`src/rtl/symbol_mapper_arbiter.sv`:
```
// Round-robin arbiter sharing one symbol mapper between decoder lanes.
// One mapper request in flight; results or timeouts go back to the granted lane.
module symbol_mapper_arbiter #(
  parameter int N_LANES        = 4,
  parameter int TIMEOUT_CYCLES = 15,
  parameter int ERR_CNT_W      = 16
) (
  input  logic                   clk,
  input  logic                   reset,
  input  logic [N_LANES-1:0]     req_valid,
  input  logic [16*N_LANES-1:0]  req_range,
  output logic [N_LANES-1:0]     req_ready,
  output logic                   map_en,
  output logic [15:0]            map_range,
  input  logic [15:0]            map_symbol,
  input  logic                   map_valid,
  input  logic                   map_error,
  output logic [N_LANES-1:0]     rsp_valid,
  output logic [15:0]            rsp_symbol,
  output logic                   rsp_error,
  output logic                   rsp_timeout,
  input  logic [N_LANES-1:0]     rsp_ready,
  output logic                   busy,
  output logic [ERR_CNT_W-1:0]   err_count
);

  localparam int LW = $clog2(N_LANES);
  localparam int CW = $clog2(TIMEOUT_CYCLES);

  localparam logic [1:0] IDLE    = 2'd0;
  localparam logic [1:0] ISSUE   = 2'd1;
  localparam logic [1:0] WAIT    = 2'd2;
  localparam logic [1:0] RESPOND = 2'd3;

  logic [1:0]    state;
  logic [LW-1:0] rr_ptr;
  logic [LW-1:0] lane;
  logic [LW-1:0] grant;
  logic [LW-1:0] grant_nxt;
  logic [LW-1:0] idx;
  logic          grant_ok;
  logic [CW-1:0] wait_cnt;
  logic          fail;
  logic [15:0]   lane_range [N_LANES];

  for (genvar i = 0; i < N_LANES; i++) begin : g_lane
    assign lane_range[i] = req_range[16*i +: 16];
  end

  // Search starts at rr_ptr and wraps; the first valid lane wins.
  always_comb begin
    grant    = '0;
    grant_ok = 1'b0;
    idx      = rr_ptr;
    for (int k = 0; k < N_LANES; k++) begin
      if (!grant_ok && req_valid[idx]) begin
        grant    = idx;
        grant_ok = 1'b1;
      end
      idx = (idx == LW'(N_LANES-1)) ? '0 : idx + LW'(1);
    end
  end

  assign grant_nxt =
    (grant == LW'(N_LANES-1)) ? '0 : grant + LW'(1);

  always_comb begin
    req_ready = '0;
    if (!reset && state == IDLE && grant_ok) begin
      req_ready[grant] = 1'b1;
    end
  end

  assign busy = (state != IDLE);

  // Error wins over valid; silence past the budget is a timeout.
  assign fail = map_error || !map_valid;

  always_ff @(posedge clk) begin
    if (reset) begin
      state       <= IDLE;
      rr_ptr      <= '0;
      lane        <= '0;
      wait_cnt    <= '0;
      map_en      <= 1'b0;
      map_range   <= '0;
      rsp_valid   <= '0;
      rsp_symbol  <= '0;
      rsp_error   <= 1'b0;
      rsp_timeout <= 1'b0;
      err_count   <= '0;
    end else begin
      map_en <= 1'b0;
      unique case (state)
        IDLE: begin
          if (grant_ok) begin
            map_range <= lane_range[grant];
            lane      <= grant;
            rr_ptr    <= grant_nxt;
            map_en    <= 1'b1;
            state     <= ISSUE;
          end
        end
        ISSUE: begin
          wait_cnt <= '0;
          state    <= WAIT;
        end
        WAIT: begin
          wait_cnt <= wait_cnt + CW'(1);
          if (map_error || map_valid ||
              wait_cnt == CW'(TIMEOUT_CYCLES-1)) begin
            state       <= RESPOND;
            rsp_valid   <= N_LANES'(1) << lane;
            rsp_error   <= fail;
            rsp_timeout <= !map_error && !map_valid;
            rsp_symbol  <= fail ? 16'h0 : map_symbol;
            if (fail && err_count != '1) begin
              err_count <= err_count + ERR_CNT_W'(1);
            end
          end
        end
        RESPOND: begin
          if (rsp_ready[lane]) begin
            rsp_valid   <= '0;
            rsp_symbol  <= '0;
            rsp_error   <= 1'b0;
            rsp_timeout <= 1'b0;
            state       <= IDLE;
          end
        end
        default: state <= IDLE;
      endcase
    end
  end

endmodule

```
`config.mk`:
```
export PLATFORM = sky130hd
export DESIGN_NAME = symbol_mapper_arbiter
export DESIGN_NICKNAME = d
export VERILOG_FILES = /design/src/rtl/symbol_mapper_arbiter.sv
export SDC_FILE = /design/constraint.sdc
export NUM_CORES = 1
export LEC_CHECK = 0
export ABC_AREA = 1
export CORE_MARGIN = 8
export CORE_UTILIZATION = 25
export CTS_CLUSTER_DIAMETER = 150
export DETAILED_ROUTE_END_ITERATION = 6
export DONT_BUFFER_PORTS = 1
export GPL_TIMING_DRIVEN = 0
export PLACE_DENSITY_LB_ADDON = 0.05
export SYNTH_ARGS = -nofsm -noshare
export SYNTH_HDL_FRONTEND = slang
export SYNTH_SLANG_ARGS = --single-unit
export TNS_END_PERCENT = 20
```
`constraint.sdc`:
```
create_clock -name clk -period 2.5 [get_ports clk]
set_clock_uncertainty 0.15 [all_clocks]
set_input_delay 0 -clock clk [delete_from_list [all_inputs] [get_ports clk]]
set_output_delay 0 -clock clk [all_outputs]
set_load 0.1 [all_outputs]
```
==> flow_results.org <==
** Clock network
- Clock Tree Root :: sky130_fd_sc_hd__clkbuf_16
- Number of clock buffers inserted by TritonCTS :: 9
- Clock sinks :: between 60 and 70
- Worst skew pair latency :: roughly 0.34 ns
- Clock H-tree levels :: 3
- TritonCTS built the clock tree.
- Clock slew at reported path FFs :: roughly 0.060 ns
- The longest clock path from root to sink contains 2 buffers.

** GRT
- For this run, global-route usage on met1 was measured as 16.0%.
- Total GRT Usage :: 14.5%
- Met2 Track Usage GR :: around a quarter
- In the global route stage, met3 resource usage came out at under 10%.
- Initial antenna violation count :: 0
- Vias in the first global route :: around 4,200
- Entering global routing, the biggest net connects 17 pins.
- Highest-utilization routing layer at the global route stage :: met2
- The total overflow left after global routing is 0.
- Global-route wire length before repair :: around 23,000 µm

** Synthesis
- The share of the Yosys chip area taken by registers is around 33%.
- Cell type contributing the most total cell area after synthesis :: sky130_fd_sc_hd__dfxtp_1
- Number of nets in the synthesized netlist :: between 700 and 800
- Counting flops with an async set or reset pin after synthesis yields a share of 0%.
- The top cell type by area accounts for about 33% of the synthesized area.
- Each instance of the synthesized netlist takes up on average between 6 and 7 µm².
- Post-synthesis instance area :: between 0.003 and 0.004 mm²
- Gate count after technology mapping :: 600
- Synth cell types :: 40
- Top cells by area, synth :: sky130_fd_sc_hd__dfxtp_1, sky130_fd_sc_hd__nand2_1, sky130_fd_sc_hd__nand3_1
- In this run, synthesis inferred 0 flip-flops with an integrated enable.
- In this run, synthesis produced a sequential element count of 65.
- Count of yosys warnings during synthesis :: 0
- For this run, the leading register cell type out of synthesis is sky130_fd_sc_hd__dfxtp_1.

** Timing
- In the finished design, the share of the clock period the worst path needs comes to 114%.
- Final count of pins violating max slew :: 0
- Min Clock Period, post-route :: between 2 and 3 ns
- Final worst-path setup slack :: -0.350 ns
- Setup repair after global routing could not meet its margin everywhere.
- Upper clock frequency limit :: roughly 350 MHz
- Headroom to the max-slew limit came out at roughly 28%.
- Slew at the pin with the worst max-slew slack :: 1.07 ns
- Setup-violating endpoint count in the final report :: 4
- Hold Worst Slack :: approximately 0.024 ns
- The final hold violation count came to 0.
- Final sum of negative setup slack :: -1.05 ns

** Setup path
- Counting both buffers and inverters, the worst setup path holds a total of 3.
- Among the stages of the critical path, the cell type that occurs most often is sky130_fd_sc_hd__nand2_2.
- The worst setup path is of the reg -> out kind.
- Data on the critical path arrives at its endpoint at approximately 2.7 ns.
- On the critical path the largest part of the delay comes from simple AND/OR/NAND/NOR gates.
- The worst setup path is launched from a flop.
- Crit path cell chain :: ha_4 > inv_6 > buf_6 > nand2_2 > nand2_2 > nand3_2 > nand2_4 > nor2_8 > nand2_8 > buf_8 > nor3_4
- Critical path peak fanout :: 6
- The worst setup path is captured at an output pin.
- In this design, the stage delay of the slowest critical-path cell is ~0.86 ns.
- For flop-to-flop paths, the worst setup slack is about 0.10 ns.
- For the worst setup path, the data required time is 2.35 ns.
- Endpoint of the most critical register-to-register path :: map_range[11]
- The largest individual stage delay along the critical path comes from the cell sky130_fd_sc_hd__nor3_4.
- Reg2Reg Launch Point :: rr_ptr[0]
- Reg2Reg Depth :: 16

** Final layout
- Cells fill between 30% and 40% of the core in the end.
- With fillers left out, the area of the finished cells amounts to roughly 0.0056 mm².
- 0 antenna diodes ended up in the layout.
- Share of layout cells above drive strength 1 :: 15.8%
- P&R area growth vs syn :: 43.7%
- After the last flow step, the layout net total stands at 810.

** Run
- The tool flagged a number of max-cap violations equal to 0.

** Drt
- Number of DRC markers in iteration 0 :: 120
- Detailed-route via count :: around 4,200
- # DRC :: 0
- Average via count per standard cell :: 4.66
- Final routed wirelength across all metal layers :: around 14,000 µm
- Residual antenna-violating net count after detailed routing :: 0
- The first TritonRoute pass finished after 6 iterations.
- Post-detailed-route wirelength per cell :: roughly 16 µm

** Worst hold path
- The tightest min-delay check is of the in -> reg type.
- Hold path start :: rsp_ready[0]
- For hold timing, the worst endpoint is state[0].
- Worst hold path stage count :: 6

** Placement
- During placement, the flow inserted port buffers numbering 0.
- Final estimated routing congestion in global placement :: between 0.8 and 0.9
- Detailed-placement wirelength estimate :: approximately 10,000 µm
- After detailed placement, the total cell area comes to roughly 0.0042 mm².

** Floorplan
- The die is about 140 µm tall.
- roughly 150 I/O pins were placed.
- Cell row count :: 45
- The core region is approximately 0.015 mm².
- The die is roughly 140 µm wide.
- Starting density of the core :: about a quarter
- Overall die area :: 0.0198 mm²

** Status
- The checks that failed: negative setup slack.
- Outcome :: finished with violations

** Pwr
- Maximum VDD drop :: about 0.0005 V
- Overall Power :: slightly below 0.008 W
- In this run the static leakage power is between 2 and 2.5 nW.
- PwrDens :: roughly 1400 mW/mm²
[tightest hold or removal path, cell delays in order]
cell	delay, ns
sky130_fd_sc_hd__a21oi_1	0.04
sky130_fd_sc_hd__nand4_1	0.07
sky130_fd_sc_hd__nand2_1	0.07
sky130_fd_sc_hd__inv_1	0.08
sky130_fd_sc_hd__a21oi_1	0.07
sky130_fd_sc_hd__nor3_1	0.15
[kinds of logic (layout without fill, tap and decap cells)]
kind of cell               count (synthesis)  count (layout)  share of synthesized area [%]
AOI/OAI and AO/OA                         63              63                           8.40
xor gates and xnor gates                   3               3                          0.676
adders and majority gates                 10              10                           3.22
buffers and inverters                    100             213                           11.3
DFF                                       65              65                           33.5
and+or+nand+nor                          359             359                           42.9
[cells in the mapped netlist (3+ instances only)]
| library cell | instances |
|---|---|
| sky130_fd_sc_hd__nand2_1 | 201 |
| sky130_fd_sc_hd__inv_4 | 3 |
| sky130_fd_sc_hd__o21ai_0 | 13 |
| sky130_fd_sc_hd__buf_2 | 3 |
| sky130_fd_sc_hd__nand2_4 | 3 |
| sky130_fd_sc_hd__nor2_1 | 24 |
| sky130_fd_sc_hd__inv_1 | 69 |
| sky130_fd_sc_hd__nor3_1 | 13 |
| sky130_fd_sc_hd__ha_1 | 10 |
| sky130_fd_sc_hd__clkbuf_1 | 10 |
| sky130_fd_sc_hd__buf_6 | 6 |
| sky130_fd_sc_hd__inv_2 | 6 |
| sky130_fd_sc_hd__nand4_1 | 9 |
| sky130_fd_sc_hd__nand3_1 | 84 |
| sky130_fd_sc_hd__a21oi_1 | 44 |
| sky130_fd_sc_hd__nand2_2 | 7 |
| sky130_fd_sc_hd__dfxtp_1 | 65 |
[registers in the layout, summed over array words and instances, names as in the netlist]
register and cells:
map_en 1, lane 2, wait_cnt 4, err_count 16, rsp_error 1, state 2, rsp_symbol 16, rsp_valid 4
rsp_timeout 1, map_range 16, rr_ptr 2
[power breakdown]
| group | switching (W) | internal, W |
|---|---|---|
| logic | 0.00278 | 0.00154 |
| registers | 0.00106 | 0.00123 |
| clock network | 0.000509 | 0.000668 |
| total | 0.00435 | 0.00344 |
[timing repair]
action	4_1_cts	5_1_grt
hold endpoints to repair	41	0
pin swaps	14	13
resized for setup	39	26
setup endpoints to repair	20	17
hold buffers	84	0
buffers inserted	12	2
[cell usage in the layout, fill, tap and decap left out, types with 9 or more instances in the layout]
| cell type | instances |
|---|---|
| sky130_fd_sc_hd__nor2_1 | 21 |
| sky130_fd_sc_hd__clkbuf_1 | 10 |
| sky130_fd_sc_hd__a21oi_1 | 44 |
| sky130_fd_sc_hd__nor3_1 | 12 |
| sky130_fd_sc_hd__nand2_2 | 11 |
| sky130_fd_sc_hd__inv_1 | 65 |
| sky130_fd_sc_hd__o21ai_0 | 13 |
| sky130_fd_sc_hd__clkbuf_16 | 9 |
| sky130_fd_sc_hd__nand4_1 | 9 |
| sky130_fd_sc_hd__dfxtp_1 | 47 |
| sky130_fd_sc_hd__buf_4 | 11 |
| sky130_fd_sc_hd__nand2_1 | 191 |
| sky130_fd_sc_hd__dlygate4sd3_1 | 84 |
| sky130_fd_sc_hd__dfxtp_2 | 12 |
| sky130_fd_sc_hd__nand3_1 | 80 |
[per-stage QoR]
| stage | worst slack, ns | std cells |
|---|---|---|
| after CTS | -0.361 | 899 |
| after global routing | -0.456 | 901 |
| final | -0.350 | 901 |
| after floorplan | -0.0130 | 600 |
| after global placement | -0.340 | 788 |
| after detailed placement | -0.346 | 788 |
[final cells by class]
type | count | area (µm²)
Fill cell | 1619 | 9620
Multi-Input combinational cell | 435 | 2310
Buffer | 21 | 139
Tap cell | 188 | 235
Clock inverter | 7 | 46.3
Clock buffer | 9 | 225
Sequential cell | 65 | 1340
Timing Repair Buffer | 98 | 961
Inverter | 78 | 323
[worst max path at each step]
| stage | endpoint | start | slack [ns] | depth (start not counted) |
|---|---|---|---|---|
| after global placement | req_ready[1] | rr_ptr[0] | -0.34 | 10 |
| after floorplan | req_ready[1] | rr_ptr[0] | -0.01 | 12 |
| after detailed placement | req_ready[1] | rr_ptr[0] | -0.35 | 10 |
| after global routing | req_ready[0] | rr_ptr[0] | -0.46 | 11 |
| final | req_ready[0] | rr_ptr[0] | -0.35 | 11 |
| after CTS | req_ready[0] | rr_ptr[0] | -0.36 | 12 |
[layer usage]
metal / wire length, µm / vias to the layer above
met4: 195 / 0
li1: - / 2142
met1: 5830 / 1911
met5: 0 / -
met3: 1520 / 14
met2: 6800 / 128
Note: power is estimated with default switching activity, not from simulation.
